## src/rtl/seg7_scan_driver.sv

```systemverilog
// Time-multiplexed N-digit 7-segment driver with hex decode, per-digit dp/blank,
// leading-zero suppression and frame-aligned double-buffered value updates.
module seg7_scan_driver #(
   parameter int NUM_DIGITS     = 4,
   parameter int REFRESH_DIV    = 50000,
   parameter bit SEG_ACTIVE_LOW = 1'b0,
   parameter bit DIG_ACTIVE_LOW = 1'b0
) (
   input  logic                    clk,
   input  logic                    rst,
   input  logic                    enable,
   input  logic                    load,
   input  logic [4*NUM_DIGITS-1:0] value_in,
   input  logic [NUM_DIGITS-1:0]   dp_in,
   input  logic [NUM_DIGITS-1:0]   blank_in,
   input  logic                    lz_blank,
   output logic [6:0]              seg,
   output logic                    dp_out,
   output logic [NUM_DIGITS-1:0]   dig_sel,
   output logic                    frame_start,
   output logic                    pending
);

   localparam int PW = $clog2(REFRESH_DIV);
   localparam int IW = (NUM_DIGITS > 1) ? $clog2(NUM_DIGITS) : 1;
   localparam int VW = 4 * NUM_DIGITS;
   localparam logic [6:0]            SEG_OFF = {7{SEG_ACTIVE_LOW}};
   localparam logic                  DP_OFF  = SEG_ACTIVE_LOW;
   localparam logic [NUM_DIGITS-1:0] DIG_OFF = {NUM_DIGITS{DIG_ACTIVE_LOW}};

   logic [PW-1:0]         pcnt_q, pcnt_d;
   logic [IW-1:0]         idx_q, idx_d;
   logic [VW-1:0]         sh_val_q, sh_val_d, act_val_q, act_val_d;
   logic [NUM_DIGITS-1:0] sh_dp_q, sh_dp_d, act_dp_q, act_dp_d;
   logic [NUM_DIGITS-1:0] sh_blank_q, sh_blank_d, act_blank_q, act_blank_d;
   logic                  pending_q, pending_d;
   logic [6:0]            seg_q, seg_d;
   logic                  dp_q, dp_d;
   logic [NUM_DIGITS-1:0] dig_q, dig_d;
   logic                  fs_q, fs_d;

   logic                  tick, commit, upper_nz, suppress, cur_dp, cur_blank;
   logic [3:0]            cur_nib;
   logic [6:0]            seg_raw;
   logic [NUM_DIGITS-1:0] dig_raw;
   logic [VW-1:0]         src_val;
   logic [NUM_DIGITS-1:0] src_dp, src_blank;

   always_comb begin
      tick   = enable && (pcnt_q == PW'(REFRESH_DIV - 1));
      commit = tick && (idx_q == '0) && pending_q;

      // The committing frame's digit 0 decodes straight from the shadow.
      src_val   = commit ? sh_val_q   : act_val_q;
      src_dp    = commit ? sh_dp_q    : act_dp_q;
      src_blank = commit ? sh_blank_q : act_blank_q;

      cur_nib   = '0;
      cur_dp    = 1'b0;
      cur_blank = 1'b0;
      upper_nz  = 1'b0;
      dig_raw   = '0;
      for (int k = 0; k < NUM_DIGITS; k++) begin
         if (IW'(k) == idx_q) begin
            cur_nib    = src_val[4*k +: 4];
            cur_dp     = src_dp[k];
            cur_blank  = src_blank[k];
            dig_raw[k] = 1'b1;
         end
         if ((IW'(k) >= idx_q) && (src_val[4*k +: 4] != 4'h0)) upper_nz = 1'b1;
      end
      suppress = lz_blank && (idx_q != '0) && !upper_nz;

      unique case (cur_nib)
         4'h0: seg_raw = 7'b1111110;
         4'h1: seg_raw = 7'b0110000;
         4'h2: seg_raw = 7'b1101101;
         4'h3: seg_raw = 7'b1111001;
         4'h4: seg_raw = 7'b0110011;
         4'h5: seg_raw = 7'b1011011;
         4'h6: seg_raw = 7'b1011111;
         4'h7: seg_raw = 7'b1110000;
         4'h8: seg_raw = 7'b1111111;
         4'h9: seg_raw = 7'b1111011;
         4'hA: seg_raw = 7'b1110111;
         4'hB: seg_raw = 7'b0011111;
         4'hC: seg_raw = 7'b1001110;
         4'hD: seg_raw = 7'b0111101;
         4'hE: seg_raw = 7'b1001111;
         default: seg_raw = 7'b1000111;
      endcase
      if (cur_blank || suppress) seg_raw = 7'b0000000;
   end

   always_comb begin
      pcnt_d      = pcnt_q;
      idx_d       = idx_q;
      sh_val_d    = sh_val_q;
      sh_dp_d     = sh_dp_q;
      sh_blank_d  = sh_blank_q;
      act_val_d   = act_val_q;
      act_dp_d    = act_dp_q;
      act_blank_d = act_blank_q;
      pending_d   = pending_q;
      seg_d       = seg_q;
      dp_d        = dp_q;
      dig_d       = dig_q;
      fs_d        = 1'b0;

      if (tick) begin
         pcnt_d = '0;
         idx_d  = (idx_q == IW'(NUM_DIGITS - 1)) ? '0 : idx_q + 1'b1;
      end else if (enable) begin
         pcnt_d = pcnt_q + 1'b1;
      end

      if (commit) begin
         act_val_d   = sh_val_q;
         act_dp_d    = sh_dp_q;
         act_blank_d = sh_blank_q;
         pending_d   = 1'b0;
      end
      // A load on the committing tick lands in the shadow and re-arms pending.
      if (load) begin
         sh_val_d   = value_in;
         sh_dp_d    = dp_in;
         sh_blank_d = blank_in;
         pending_d  = 1'b1;
      end

      if (!enable) begin
         seg_d = SEG_OFF;
         dp_d  = DP_OFF;
         dig_d = DIG_OFF;
      end else if (tick) begin
         seg_d = seg_raw ^ SEG_OFF;
         dp_d  = (cur_dp && !cur_blank) ^ DP_OFF;
         dig_d = dig_raw ^ DIG_OFF;
         fs_d  = (idx_q == '0);
      end
   end

   always_ff @(posedge clk or posedge rst) begin
      if (rst) begin
         pcnt_q      <= '0;
         idx_q       <= '0;
         sh_val_q    <= '0;
         sh_dp_q     <= '0;
         sh_blank_q  <= '0;
         act_val_q   <= '0;
         act_dp_q    <= '0;
         act_blank_q <= '0;
         pending_q   <= 1'b0;
         seg_q       <= SEG_OFF;
         dp_q        <= DP_OFF;
         dig_q       <= DIG_OFF;
         fs_q        <= 1'b0;
      end else begin
         pcnt_q      <= pcnt_d;
         idx_q       <= idx_d;
         sh_val_q    <= sh_val_d;
         sh_dp_q     <= sh_dp_d;
         sh_blank_q  <= sh_blank_d;
         act_val_q   <= act_val_d;
         act_dp_q    <= act_dp_d;
         act_blank_q <= act_blank_d;
         pending_q   <= pending_d;
         seg_q       <= seg_d;
         dp_q        <= dp_d;
         dig_q       <= dig_d;
         fs_q        <= fs_d;
      end
   end

   assign seg         = seg_q;
   assign dp_out      = dp_q;
   assign dig_sel     = dig_q;
   assign frame_start = fs_q;
   assign pending     = pending_q;

endmodule

```

## config.mk

```make
export PLATFORM = sky130hd
export DESIGN_NAME = seg7_scan_driver
export DESIGN_NICKNAME = d
export VERILOG_FILES = /design/src/rtl/seg7_scan_driver.sv
export SDC_FILE = /design/constraint.sdc
export NUM_CORES = 1
export LEC_CHECK = 0
export ABC_AREA = 1
export BUFFER_PORTS_ARGS = -buffer_cell sky130_fd_sc_hd__clkbuf_2
export CORE_UTILIZATION = 25
export DETAILED_ROUTE_END_ITERATION = 6
export GPL_TIMING_DRIVEN = 1
export PLACE_DENSITY = 0.39
export SLEW_MARGIN = 15
export SYNTH_ARGS = -nofsm -noshare
export SYNTH_HDL_FRONTEND = slang
export SYNTH_SLANG_ARGS = --single-unit
```

## constraint.sdc

```tcl
create_clock -name clk -period 4.2 [get_ports clk]
set_clock_uncertainty 0.15 [all_clocks]
set_input_delay 0.84 -clock clk [delete_from_list [all_inputs] [get_ports clk]]
set_output_delay 0.84 -clock clk [all_outputs]
set_load 0.05 [all_outputs]
```

==> flow_summary.yaml <==
cells_and_area:
  drive_gt1_share_pct: 13.8
  fin_area_um2: 4820
  final_cells: 790
  layout_commonest_cell: "nand2_1"
  layout_common_cells: "nand2_1, dfrtp_1, inv_1"
  fin_util_pct: 30.3
  final_nets: 612
  antennaDiodeCount: 0
  syn_to_final_growth_pct: 17.5
critical_path:
  reg2regPathDepth: 19
  worstPathCellList: "ha_1 > nand2_1 > nor2_1 > nand3_1 > nor2_1 > nand4_1 > nand2_1 > nand2_1 > o21ai_0 > inv_1 > a21oi_1 > inv_1 > ha_1 > inv_1 > nand2_1 > nor2_1 > nor2_1 > nand3_1 > nand2_1"
  worstReg2RegStart: "pcnt_q[0]$_DFFE_PP0P_"
  crit_slowest_cell: "nand4_1"
  path_class: "reg2reg"
  path_buf_inv: 3
  rrSetupSlack_ps: 590
  critPathLaunchType: "register"
  crit_fanout: 13
  reg2reg_to: "seg[5]$_DFFE_PP0P_"
  cp-end-kind: "register"
  critPathTopFamily: "simple AND/OR/NAND/NOR gates"
  crit_arrival_ps: 3690
  cpPeakStageDelay_ps: 550
  crit_required_ps: 4280
  crit_top_cell: "nand2_1"
synth:
  yosys_register_bits: 80
  yosysWarningCount: 0
  syn_area_um2: 4100
  syn-num-nets: 570
  synth.distinct_cells: 33
  synth_area_per_cell_um2: 7.77
  synth-edff-count: 0
  async_reset_ff_share_pct: 100
  postSynthCellCount: 528
  yosysSeqAreaShare_pct: 48.8
  synth_ff_type: "dfrtp_1"
worst_hold_path:
  worstHoldStart: "act_blank_q[2]$_DFF_PP0_"
  whs_endpoint: "act_blank_q[2]$_DFF_PP0_"
  hold_path_class: "reg2reg"
  hold_path_depth: 2
route:
  drt_iter0_markers: 182
  vias: 3297
  dr.pass1.iters: 4
  wl_per_cell_um: 12.8
  drcViolationCount: 0
  ant_nets: 0
  wl_um: 10100
  viasPerCell: 4.17
placed_design:
  postPlaceCellArea_um2: 4540
  dp_cells: 775
  port_buffers: 42
  place_congestion: 0.810
  dp_slack_ps: 474
  dp_hpwl_um: 7500
clock_tree:
  cts_root_buf: "clkbuf_16"
  clock_path_buffers: 2
  post_cts_buffers: 0
  clk_pin_slew_ps: 60
  cts_tree: "yes"
  numCtsBuffers: 9
  worstSkewPairLatency_ps: 340
  htree_levels: 3
  cts.sinks: 80
  cts-resized-gates: 0
  hold_buffers: 0
floorplanning:
  rows: 46
  chipWidth_um: 130
  dieArea_um2: 16900
  die_h_um: 130
  core_area_um2: 15900
  start_util_pct: 25.7
  ios: 43
timing:
  worst_pin_slew_ps: 953
  fmax_mhz: 277
  period_minus_slack_ps: 3610
  finalSetupTns_ps: 0
  hold_viol: 0
  finalCritPeriodShare_pct: 85.9
  maxSlewViolCount: 0
  setup_slack_ps: 593
  setup_viol: 0
  rsz0062_at_grt: "false"
  max_slew_margin_pct: 36.2
global_routing:
  gr-total-overflow: 0
  grt_pass1_wl_um: 16900
  antenna_found_initial: 0
  first_global_vias: 3379
  grt_max_degree: 54
  globalRouteTotalUtil_pct: 13.4
power:
  p_leak_nw: 2.58
  power_density_nw_per_um2: 376
  vdd_drop_max_mv: 0.218
outcome:
  status: "finished clean"
flow_run:
  drv_cap: 0
[per-layer routing]
| metal | part of all wire [%] | global-route usage [%] | up-vias |
|---|---|---|---|
| li1 | - | - | 1705 |
| met1 | 47 | 16.2 | 1523 |
| met2 | 47 | 22.3 | 56 |
| met3 | 3.9 | 3.40 | 13 |
| met4 | 2.3 | 6.02 | 0 |
| met5 | 0 | 0 | - |
[power breakdown]
part	total (mW)	switching [mW]	internal, mW
Combinational	0.162	0.101	0.0609
Clock	0.770	0.314	0.457
Sequential	0.882	0.0561	0.826
Total	1.81	0.471	1.34
[sequential cells by signal, summed over array words and instances, names as in the netlist]
name         cells
act_blank_q      4
act_dp_q         4
act_val_q       16
dig_sel          4
dp_out           1
frame_start      1
idx_q            2
pcnt_q          16
pending          1
seg              7
sh_blank_q       4
sh_dp_q          4
sh_val_q        16
[final cells by class]
cell class | instances | area [um2]
Tap cell | 216 | 270
Inverter | 77 | 290
Clock inverter | 5 | 58.8
Sequential cell | 80 | 2000
Fill cell | 1752 | 11100
Multi-Input combinational cell | 357 | 1740
Clock buffer | 10 | 229
Timing Repair Buffer | 45 | 233
[kinds of logic after synthesis]
family	synth area share [%]
AOI/OAI and AO/OA	5.85
xor gates and xnor gates	1.49
adders and majority gates	3.96
buffers and inverters	8.81
DFF	48.8
and+or+nand+nor	31.1
[worst max path at each step]
stage / start / to / cells past startpoint
after floorplan: rst / act_blank_q[0]$_DFF_PP0_ / 1
after global placement: enable / seg[5]$_DFFE_PP0P_ / 15
after detailed placement: enable / seg[5]$_DFFE_PP0P_ / 15
after CTS: pcnt_q[0]$_DFFE_PP0P_ / seg[5]$_DFFE_PP0P_ / 19
after global routing: pcnt_q[0]$_DFFE_PP0P_ / seg[5]$_DFFE_PP0P_ / 19
final: pcnt_q[0]$_DFFE_PP0P_ / seg[5]$_DFFE_PP0P_ / 19
[cells in the mapped netlist, types with 2 or more instances]
library cell  instances  area, um2
nand3_2               2       20.0
nor2_1               38        143
nand2_1             178        668
xor2_1                7       61.3
nand2_2               5       31.3
o21a_1                2       15.0
buf_6                 2       22.5
nand3_1              47        235
nor3_1                2       10.0
buf_2                 4       20.0
and2_1                5       31.3
nand4_1               4       25.0
inv_2                 2       7.51
ha_1                 13        163
o21ai_0              26        130
a21oi_1              10       50.1
clkbuf_1              8       30.0
dfrtp_1              80       2000
inv_1                75        282
nor2_2                4       25.0
o21ai_1               2       10.0
[worst reg2reg max path, delay by kind of cell, from the launching register on]
family	cells	cell delay, ps
and+or+nand+nor	12	1600
AOI/OAI and AO/OA	2	560
adders and majority gates	2	530
DFF	1	380
buffers and inverters	3	290
[metrics by stage]
stage	power, mW	hold WS [ps]
floorplan	1.02	292
global placement	1.06	304
detailed placement	1.06	309
CTS	1.86	325
global route	1.91	340
finish	1.81	318
Power figures use the tool's default switching activity.
